$ cat src/rtl/wb_regfile_if.sv
// Writeback slot and ID read-port bundle between the MEM/WB pipeline register,
// the decode stage and the register file.
interface wb_regfile_if #(
  parameter int unsigned XLEN = 32
);
  logic            WB_valid;
  logic            WB_rf_we;
  logic [1:0]      WB_rf_wsel;
  logic [4:0]      WB_wR;
  logic [XLEN-1:0] WB_pc4;
  logic [XLEN-1:0] WB_alu_c;
  logic [XLEN-1:0] WB_rd;
  logic [XLEN-1:0] WB_ext;
  logic [4:0]      rR1;
  logic [4:0]      rR2;
  logic [XLEN-1:0] rD1;
  logic [XLEN-1:0] rD2;
  logic [XLEN-1:0] wD;

  modport master (
    output WB_valid, WB_rf_we, WB_rf_wsel, WB_wR, WB_pc4, WB_alu_c, WB_rd, WB_ext,
    output rR1, rR2,
    input  rD1, rD2, wD
  );

  modport slave (
    input  WB_valid, WB_rf_we, WB_rf_wsel, WB_wR, WB_pc4, WB_alu_c, WB_rd, WB_ext,
    input  rR1, rR2,
    output rD1, rD2, wD
  );
endinterface

$ cat src/rtl/wb_regfile.sv
// Writeback data select, 32-entry register file with write-through bypass and
// committed-write counter. Define DEBUG_TRACE_EN to build the registered commit trace.
module wb_regfile #(
  parameter int unsigned NREG  = 32,
  parameter int unsigned XLEN  = 32,
  parameter int unsigned CNT_W = 32
) (
  input  logic             clk,
  input  logic             rst,
  wb_regfile_if.slave      bus,
  output logic [CNT_W-1:0] wb_cnt,
  output logic             debug_wb_have_inst,
  output logic [XLEN-1:0]  debug_wb_pc,
  output logic             debug_wb_ena,
  output logic [4:0]       debug_wb_reg,
  output logic [XLEN-1:0]  debug_wb_value
);

  logic [XLEN-1:0] regs [NREG];
  logic [XLEN-1:0] wd;
  logic            commit;

  // Writeback data select; also exported for hazard forwarding
  always_comb begin
    wd = bus.WB_alu_c;
    unique case (bus.WB_rf_wsel)
      2'b00: wd = bus.WB_alu_c;
      2'b01: wd = bus.WB_rd;
      2'b10: wd = bus.WB_ext;
      2'b11: wd = bus.WB_pc4;
    endcase
  end

  assign bus.wD = wd;

  // x0 and bubbles never commit; reset drops the in-flight write
  assign commit = !rst && bus.WB_valid && bus.WB_rf_we && (bus.WB_wR != 5'd0);

  // Read ports bypass the committing write so ID sees it with no extra latency
  assign bus.rD1 = (rst || bus.rR1 == 5'd0)         ? '0 :
                   (commit && bus.WB_wR == bus.rR1) ? wd : regs[bus.rR1];
  assign bus.rD2 = (rst || bus.rR2 == 5'd0)         ? '0 :
                   (commit && bus.WB_wR == bus.rR2) ? wd : regs[bus.rR2];

  always_ff @(posedge clk or posedge rst) begin
    if (rst) begin
      for (int i = 0; i < int'(NREG); i++) regs[i] <= '0;
    end else if (commit) begin
      regs[bus.WB_wR] <= wd;
    end
  end

  always_ff @(posedge clk or posedge rst) begin
    if (rst)         wb_cnt <= '0;
    else if (commit) wb_cnt <= wb_cnt + CNT_W'(1);
  end

`ifdef DEBUG_TRACE_EN
  // One-cycle-late commit trace; bubbles report all-zero fields
  always_ff @(posedge clk or posedge rst) begin
    if (rst) begin
      debug_wb_have_inst <= 1'b0;
      debug_wb_pc        <= '0;
      debug_wb_ena       <= 1'b0;
      debug_wb_reg       <= '0;
      debug_wb_value     <= '0;
    end else begin
      debug_wb_have_inst <= bus.WB_valid;
      debug_wb_pc        <= bus.WB_valid ? bus.WB_pc4 - XLEN'(4) : '0;
      debug_wb_ena       <= commit;
      debug_wb_reg       <= commit ? bus.WB_wR : 5'd0;
      debug_wb_value     <= commit ? wd : '0;
    end
  end
`else
  assign debug_wb_have_inst = 1'b0;
  assign debug_wb_pc        = '0;
  assign debug_wb_ena       = 1'b0;
  assign debug_wb_reg       = 5'd0;
  assign debug_wb_value     = '0;
`endif

endmodule
$ cat src/flat_wrapper.sv
// flat-port wrapper written by rule: the top's interface ports become plain ports
module wb_regfile_flat 
#(
  parameter int unsigned NREG  = 32,
  parameter int unsigned XLEN  = 32,
  parameter int unsigned CNT_W = 32
)
  (clk, rst, wb_cnt, debug_wb_have_inst, debug_wb_pc, debug_wb_ena, debug_wb_reg, debug_wb_value, bus_WB_valid, bus_WB_rf_we, bus_WB_rf_wsel, bus_WB_wR, bus_WB_pc4, bus_WB_alu_c, bus_WB_rd, bus_WB_ext, bus_rR1, bus_rR2, bus_rD1, bus_rD2, bus_wD);
  wb_regfile_if #(.XLEN(XLEN)) bus_i ();
  input  logic clk;
  input  logic rst;
  output logic [CNT_W-1:0] wb_cnt;
  output logic debug_wb_have_inst;
  output logic [XLEN-1:0] debug_wb_pc;
  output logic debug_wb_ena;
  output logic [4:0] debug_wb_reg;
  output logic [XLEN-1:0] debug_wb_value;
  input wire logic [$bits(bus_i.WB_valid)-1:0] bus_WB_valid;
  input wire logic [$bits(bus_i.WB_rf_we)-1:0] bus_WB_rf_we;
  input wire logic [$bits(bus_i.WB_rf_wsel)-1:0] bus_WB_rf_wsel;
  input wire logic [$bits(bus_i.WB_wR)-1:0] bus_WB_wR;
  input wire logic [$bits(bus_i.WB_pc4)-1:0] bus_WB_pc4;
  input wire logic [$bits(bus_i.WB_alu_c)-1:0] bus_WB_alu_c;
  input wire logic [$bits(bus_i.WB_rd)-1:0] bus_WB_rd;
  input wire logic [$bits(bus_i.WB_ext)-1:0] bus_WB_ext;
  input wire logic [$bits(bus_i.rR1)-1:0] bus_rR1;
  input wire logic [$bits(bus_i.rR2)-1:0] bus_rR2;
  output wire logic [$bits(bus_i.rD1)-1:0] bus_rD1;
  output wire logic [$bits(bus_i.rD2)-1:0] bus_rD2;
  output wire logic [$bits(bus_i.wD)-1:0] bus_wD;
  assign bus_i.WB_valid = bus_WB_valid;
  assign bus_i.WB_rf_we = bus_WB_rf_we;
  assign bus_i.WB_rf_wsel = bus_WB_rf_wsel;
  assign bus_i.WB_wR = bus_WB_wR;
  assign bus_i.WB_pc4 = bus_WB_pc4;
  assign bus_i.WB_alu_c = bus_WB_alu_c;
  assign bus_i.WB_rd = bus_WB_rd;
  assign bus_i.WB_ext = bus_WB_ext;
  assign bus_i.rR1 = bus_rR1;
  assign bus_i.rR2 = bus_rR2;
  assign bus_rD1 = bus_i.rD1;
  assign bus_rD2 = bus_i.rD2;
  assign bus_wD = bus_i.wD;
  wb_regfile #(.NREG(NREG), .XLEN(XLEN), .CNT_W(CNT_W)) u_core (.clk(clk), .rst(rst), .bus(bus_i), .wb_cnt(wb_cnt), .debug_wb_have_inst(debug_wb_have_inst), .debug_wb_pc(debug_wb_pc), .debug_wb_ena(debug_wb_ena), .debug_wb_reg(debug_wb_reg), .debug_wb_value(debug_wb_value));
endmodule
$ cat config.mk
export PLATFORM = sky130hd
export DESIGN_NAME = wb_regfile_flat
export DESIGN_NICKNAME = d
export VERILOG_FILES = /design/src/rtl/wb_regfile_if.sv /design/src/rtl/wb_regfile.sv /design/src/flat_wrapper.sv
export SDC_FILE = /design/constraint.sdc
export NUM_CORES = 2
export LEC_CHECK = 0
export ABC_AREA = 1
export CAP_MARGIN = 40
export CORE_MARGIN = 2
export CORE_UTILIZATION = 35
export CTS_CLUSTER_DIAMETER = 30
export DETAILED_ROUTE_END_ITERATION = 10
export GPL_ROUTABILITY_DRIVEN = 1
export PLACE_DENSITY = 0.59
export SYNTH_ARGS = -nofsm -noshare
export SYNTH_HDL_FRONTEND = slang
export SYNTH_SLANG_ARGS = --single-unit
$ cat constraint.sdc
create_clock -name clk -period 44.6 [get_ports clk]
set_clock_uncertainty 0.1 [all_clocks]
set_input_delay 8.92 -clock clk [delete_from_list [all_inputs] [get_ports clk]]
set_output_delay 8.92 -clock clk [all_outputs]
set_load 0.05 [all_outputs]
# Word level (Yosys, flattened, before mapping)
# Index checks and enable logic that the tools add are counted.
dict set report totals {
  regBits 1056
  in_bits 149
  out_inout_bits 199
  wordCells 73
}
dict set report classes {
  n_addsub 1
  order_cmp 4
  n_eq_ne 5
  mux 14
  bitwise 3
  reduce_logical 13
}
# op n
set ops {}
lappend ops {{bitwise mux 1024 bit} 1}
lappend ops {{binary-select mux 32 bit (select 5 bit)} 2}
lappend ops {{2-to-1 mux 32 bit} 9}
lappend ops {{demux 32 bit (select 5 bit)} 1}
lappend ops {{one-hot mux 32 bit (4 select lines)} 1}
lappend ops {{adder 32 x 1 -> 32 bit, second input constant} 1}
lappend ops {{greater-or-equal comparator 6 bit, second input constant} 3}
lappend ops {{NOT 5 -> 6 bit} 3}
lappend ops {{equality test 5 bit} 2}
lappend ops {{logical NOT 5 bit} 2}
lappend ops {{logical AND 1 bit} 6}
lappend ops {{less-than comparator 6 x 1 -> 1 bit, second input constant} 1}
lappend ops {{nonzero test 5 bit} 1}
lappend ops {{equality test 2 bit, second input constant} 2}
lappend ops {{equality test 2 x 1 -> 1 bit, second input constant} 1}
lappend ops {{logical NOT 2 bit} 1}
lappend ops {{logical OR 1 bit} 2}
lappend ops {{logical NOT 1 bit} 1}

# Logic depth before layout (Yosys ltp)
dict set report depth {
  depth_word 7
  ltp_mapped 12
  ltp_nobuf 11
}

# Least setup slack after synthesis
# Ideal clock, no wire load.
dict set report synth_path {
  path_type {input -> output}
  startpoint {input rst}
  endpoint {output bus_rD1[10]}
  t_arrival_ps 24127
  t_required_ps 35580
  path_slack_ps 11453
  stages 6
  n_path_buf 1
  path_cell_list {inv_2 > nand2_1 > inv_2 > buf_1 > nand2_1 > a21oi_1}
}
dict set report synth_between {
  elab_chain_cells 7
  elab_cells_between_ends 8
  cone_classes {mux (2); reduce/logical (6)}
}
# element line
set synth_lines {}
lappend synth_lines {{start, declared} flat_wrapper.sv:11} ;# input logic rst;
lappend synth_lines {{logical NOT 1 bit (no line)} n/a}
lappend synth_lines {{logical AND 1 bit (3 in series)} wb_regfile.sv:37} ;# assign commit = !rst && bus.WB_valid && bus.WB_rf_we && (bus.WB_wR != 5'd0);
lappend synth_lines {{logical AND 1 bit} wb_regfile.sv:41} ;# (commit && bus.WB_wR == bus.rR1) ? wd : regs[bus.rR1];
lappend synth_lines {{2-to-1 mux 32 bit} wb_regfile.sv:41}
lappend synth_lines {{2-to-1 mux 32 bit (*)} wb_regfile.sv:40} ;# assign bus.rD1 = (rst || bus.rR1 == 5'd0) ? '0 :
lappend synth_lines {{end, declared} flat_wrapper.sv:28} ;# output wire logic [$bits(bus_i.rD1)-1:0] bus_rD1;
# Mark *: on every way between the ends. The rest lies on a longest branch, timed or not.

# Worst setup path in the final report
dict set report layout_path {
  startpoint {input rst}
  endpoint {output bus_rD1[25]}
}
# The elaborated chain is that of the path after synthesis.

==> summary.txt <==
Logic synthesis
  • Sequential cell area fraction in the yosys report: 43.3%
  • Number of instances in the synthesized netlist: 8770
  • Top FF cell, synth: dfrtp_1
  • Yosys synthesis warning count: 0
  • Number of distinct library cells after synthesis: 42
  • Synth Area per Inst: 6.96 µm²
  • FFs w/ async S/R, synth: 100%
  • Number of flops mapped to enable cells by yosys: 0
  • Post-synthesis cell area: 61000 µm²
  • Flip-flop and latch count after synthesis: 1056

Routing
  • Antenna-violating nets left: 0
  • First-pass iteration count of the detailed router: 9
  • Initial detailed-routing violation count: 8592
  • Detailed-route wire length per cell: 24.5 µm
  • Via count: 63500
  • Final wirelength: 278000 µm
  • DRC violations left: 0
  • Avg Vias per Cell: 5.60

Hold path
  • HP Class: reg -> reg
  • Depth of the worst hold-timing path: 0
  • Worst hold path startpoint: u_core.regs[1007]
  • Endpoint of the worst hold-timing path: u_core.regs[1007]

CTS
  • Maximum clock insertion buffer count: 4
  • CTS tree: done
  • Number of CTS-inserted buffers: 306
  • Count of H-tree levels built during CTS: 5
  • Clock transition at path regs: 0.04 ns
  • Root buffer cell: clkbuf_16
  • Worst-Skew Late Latency: 0.89 ns
  • Post-cts sizing count: 0
  • Clock sink total: 1056
  • Count of hold-fix buffers inserted at cts: 0
  • Postcts setup bufs: 0

STA
  • Max-slew violation total from the final report: 0
  • Final hold slack: 0.291 ns
  • Post-route setup slack: 21.43 ns
  • Setup repair after global routing missed its margin: false
  • Minimum clock period after layout: 23.17 ns
  • Worst slew slack as a fraction of its limit: 26.8%
  • Number of endpoints failing setup at the final stage: 0
  • Setup TNS: 0 ns
  • Period Utilization, post-route: 51.9%
  • Number of failing hold endpoints at the final stage: 0
  • Worst-Margin Slew: 1.10 ns
  • Achievable Freq: 0.0432 GHz

Critical path
  • Worst R2R Start: u_core.wb_cnt[7]
  • Cells on worst reg2reg path: 7
  • Critical path class: in -> out
  • Slowest cell on crit path: clkdlybuf4s50_1
  • Crit end category: output port
  • Sequence of cells on the critical path: clkdlybuf4s50_1 -> inv_8 -> and3_1 -> nand2_2 -> nor3_4 -> buf_4 -> nand2_2 -> a21oi_1 -> clkdlybuf4s50_1
  • Worst path arrival time: 14.15 ns
  • Worst setup slack for register-to-register paths: 42.67 ns
  • Required arrival time at the worst endpoint: 35.58 ns
  • Nature of the critical path startpoint: input pin
  • Stage delay of the slowest cell on the critical path: 0.95 ns
  • End of the worst register-to-register path: u_core.wb_cnt[19]
  • Worst Path Max Fanout: 27

Floorplanning
  • Die Wd: 421 µm
  • Std-Cell Core Area: 173000 µm²
  • Number of placement rows: 153
  • Die boundary height: 421 µm
  • I/O pin cnt: 348
  • DIE AREA: 178000 µm²
  • Initial Util: 35.2%

Layout
  • Post-Route Utilization: 44.1%
  • Final standard cell area without fillers: 76500 µm²
  • Storage element area: 26400 µm²
  • Net count reported at finish: 8941
  • Total of fill cells in the finished design: 17300
  • Share of final-layout standard cells stronger than drive strength 1: 9.32%
  • Leading cell type in the layout, fill and taps excluded: nand2_1
  • Area delta synth->final: 25.4%
  • Area of the multi-input gates: 29700 µm²
  • Non-filler cells in the finished layout: 11300
  • Most frequent cells in the layout: nand2_1, dfrtp_1, a21oi_1, nand3_1, nor2_1

Power and ir drop
  • Sum of internal, switching and leakage power: 3.94 mW
  • Power density over the cells: 51.5 nW/µm²
  • Static leakage power: 34.2 nW
  • Worst IR Drop VDD: 0.0470 mV

Placement
  • Post-DP Area: 66000 µm²
  • Final HPWL from detailed placement: 167000 µm
  • # placed instances: 10800
  • Dpl ws: 21.59 ns
  • Gp weighted congestion: 0.922
  • Count of input and output buffers: 276

Global routing
  • Antenna violations before repair: 13
  • Pin count of the biggest net entering global routing: 177
  • Wire length of the first global-routing pass: 405000 µm
  • GR Overflow Total: 0
  • Via count of the first global-routing pass: 59300
  • All-layer global routing usage: 30.5%

Run status
  • Run status: completed

Flow run
  • Number of violations of the max-capacitance limit: 0
[how the worst max path moves through the flow]
stage / start / end / slack (ns) / depth (start not counted)
3_3_place_gp: bus_rR2[3] / bus_rD2[29] / 21.24 / 11
2_1_floorplan: rst / bus_rD1[10] / 11.45 / 6
3_5_place_dp: rst / bus_rD1[25] / 21.59 / 9
4_1_cts: rst / bus_rD1[25] / 21.55 / 9
6_report: rst / bus_rD1[25] / 21.43 / 9
5_1_grt: bus_rR2[0] / bus_rD2[3] / 21.33 / 13
[Yosys cell counts, types with 2 or more instances]
cell	n	area [µm²]
nand2_1	2697	10100
dfrtp_1	1056	26400
a21oi_1	923	4620
nand3_1	826	4130
nor2_1	817	3070
o21ai_0	667	3340
inv_1	424	1590
clkbuf_1	380	1430
buf_2	275	1380
o211ai_1	228	1710
buf_1	83	312
o21a_1	82	616
buf_4	78	586
o21ai_1	36	180
a21oi_2	27	236
xor2_1	23	201
o21bai_1	17	128
inv_2	16	60.1
nor3_1	15	75.1
xnor2_1	15	131
nor2_2	13	81.3
or2_2	11	68.8
clkinv_1	8	30.0
nand2_2	8	50.1
nand4_1	7	43.8
nor3_2	7	70.1
buf_6	6	67.6
nor2_4	6	67.6
and3_1	3	18.8
a21boi_0	2	15.0
nor4_4	2	42.5
o21ai_2	2	17.5
[sequential cells by signal (all words and copies together), names as in the netlist]
signal / flops
u_core.regs: 1024
u_core.wb_cnt: 32
[critical path, delay by kind of cell]
kind            cells  cell delay [ns]
simple gates        4             2.19
buf+inv             4             2.12
compound gates      1             0.83
[final cells by class]
cell class / instances / share of cell area [%]
Tap cell: 2325 / 3.80
Inverter: 448 / 2.23
Timing Repair Buffer: 466 / 6.80
Antenna cell: 10 / 0.0327
Clock buffer: 394 / 11.3
Sequential cell: 1056 / 34.5
Multi-Input combinational cell: 6513 / 38.9
Clock inverter: 135 / 2.44
[power breakdown]
group / total (mW) / switching (mW) / leakage, nW / internal (mW)
registers: 1.14 / 0.0753 / 13.7 / 1.07
clock network: 2.23 / 0.642 / 5.14 / 1.59
logic: 0.563 / 0.393 / 15.3 / 0.170
total: 3.94 / 1.11 / 34.2 / 2.83
[metal layers]
layer,track usage (%),up-vias,part of all wire [%]
met2,46.0,4028,43
li1,-,28600,-
met3,7.57,806,11
met1,39.3,30100,39
met5,0,-,0.0068
met4,18.3,2,6.6
[cell families after synthesis]
logic type | synth area share [%]
and+or+nand+nor | 29.4
DFF | 43.3
other | 0.00615
buffers and inverters | 8.94
xor gates and xnor gates | 0.546
adders and majority gates | 0.0205
AOI/OAI and AO/OA | 17.8
(Power assumes the default switching activity.)
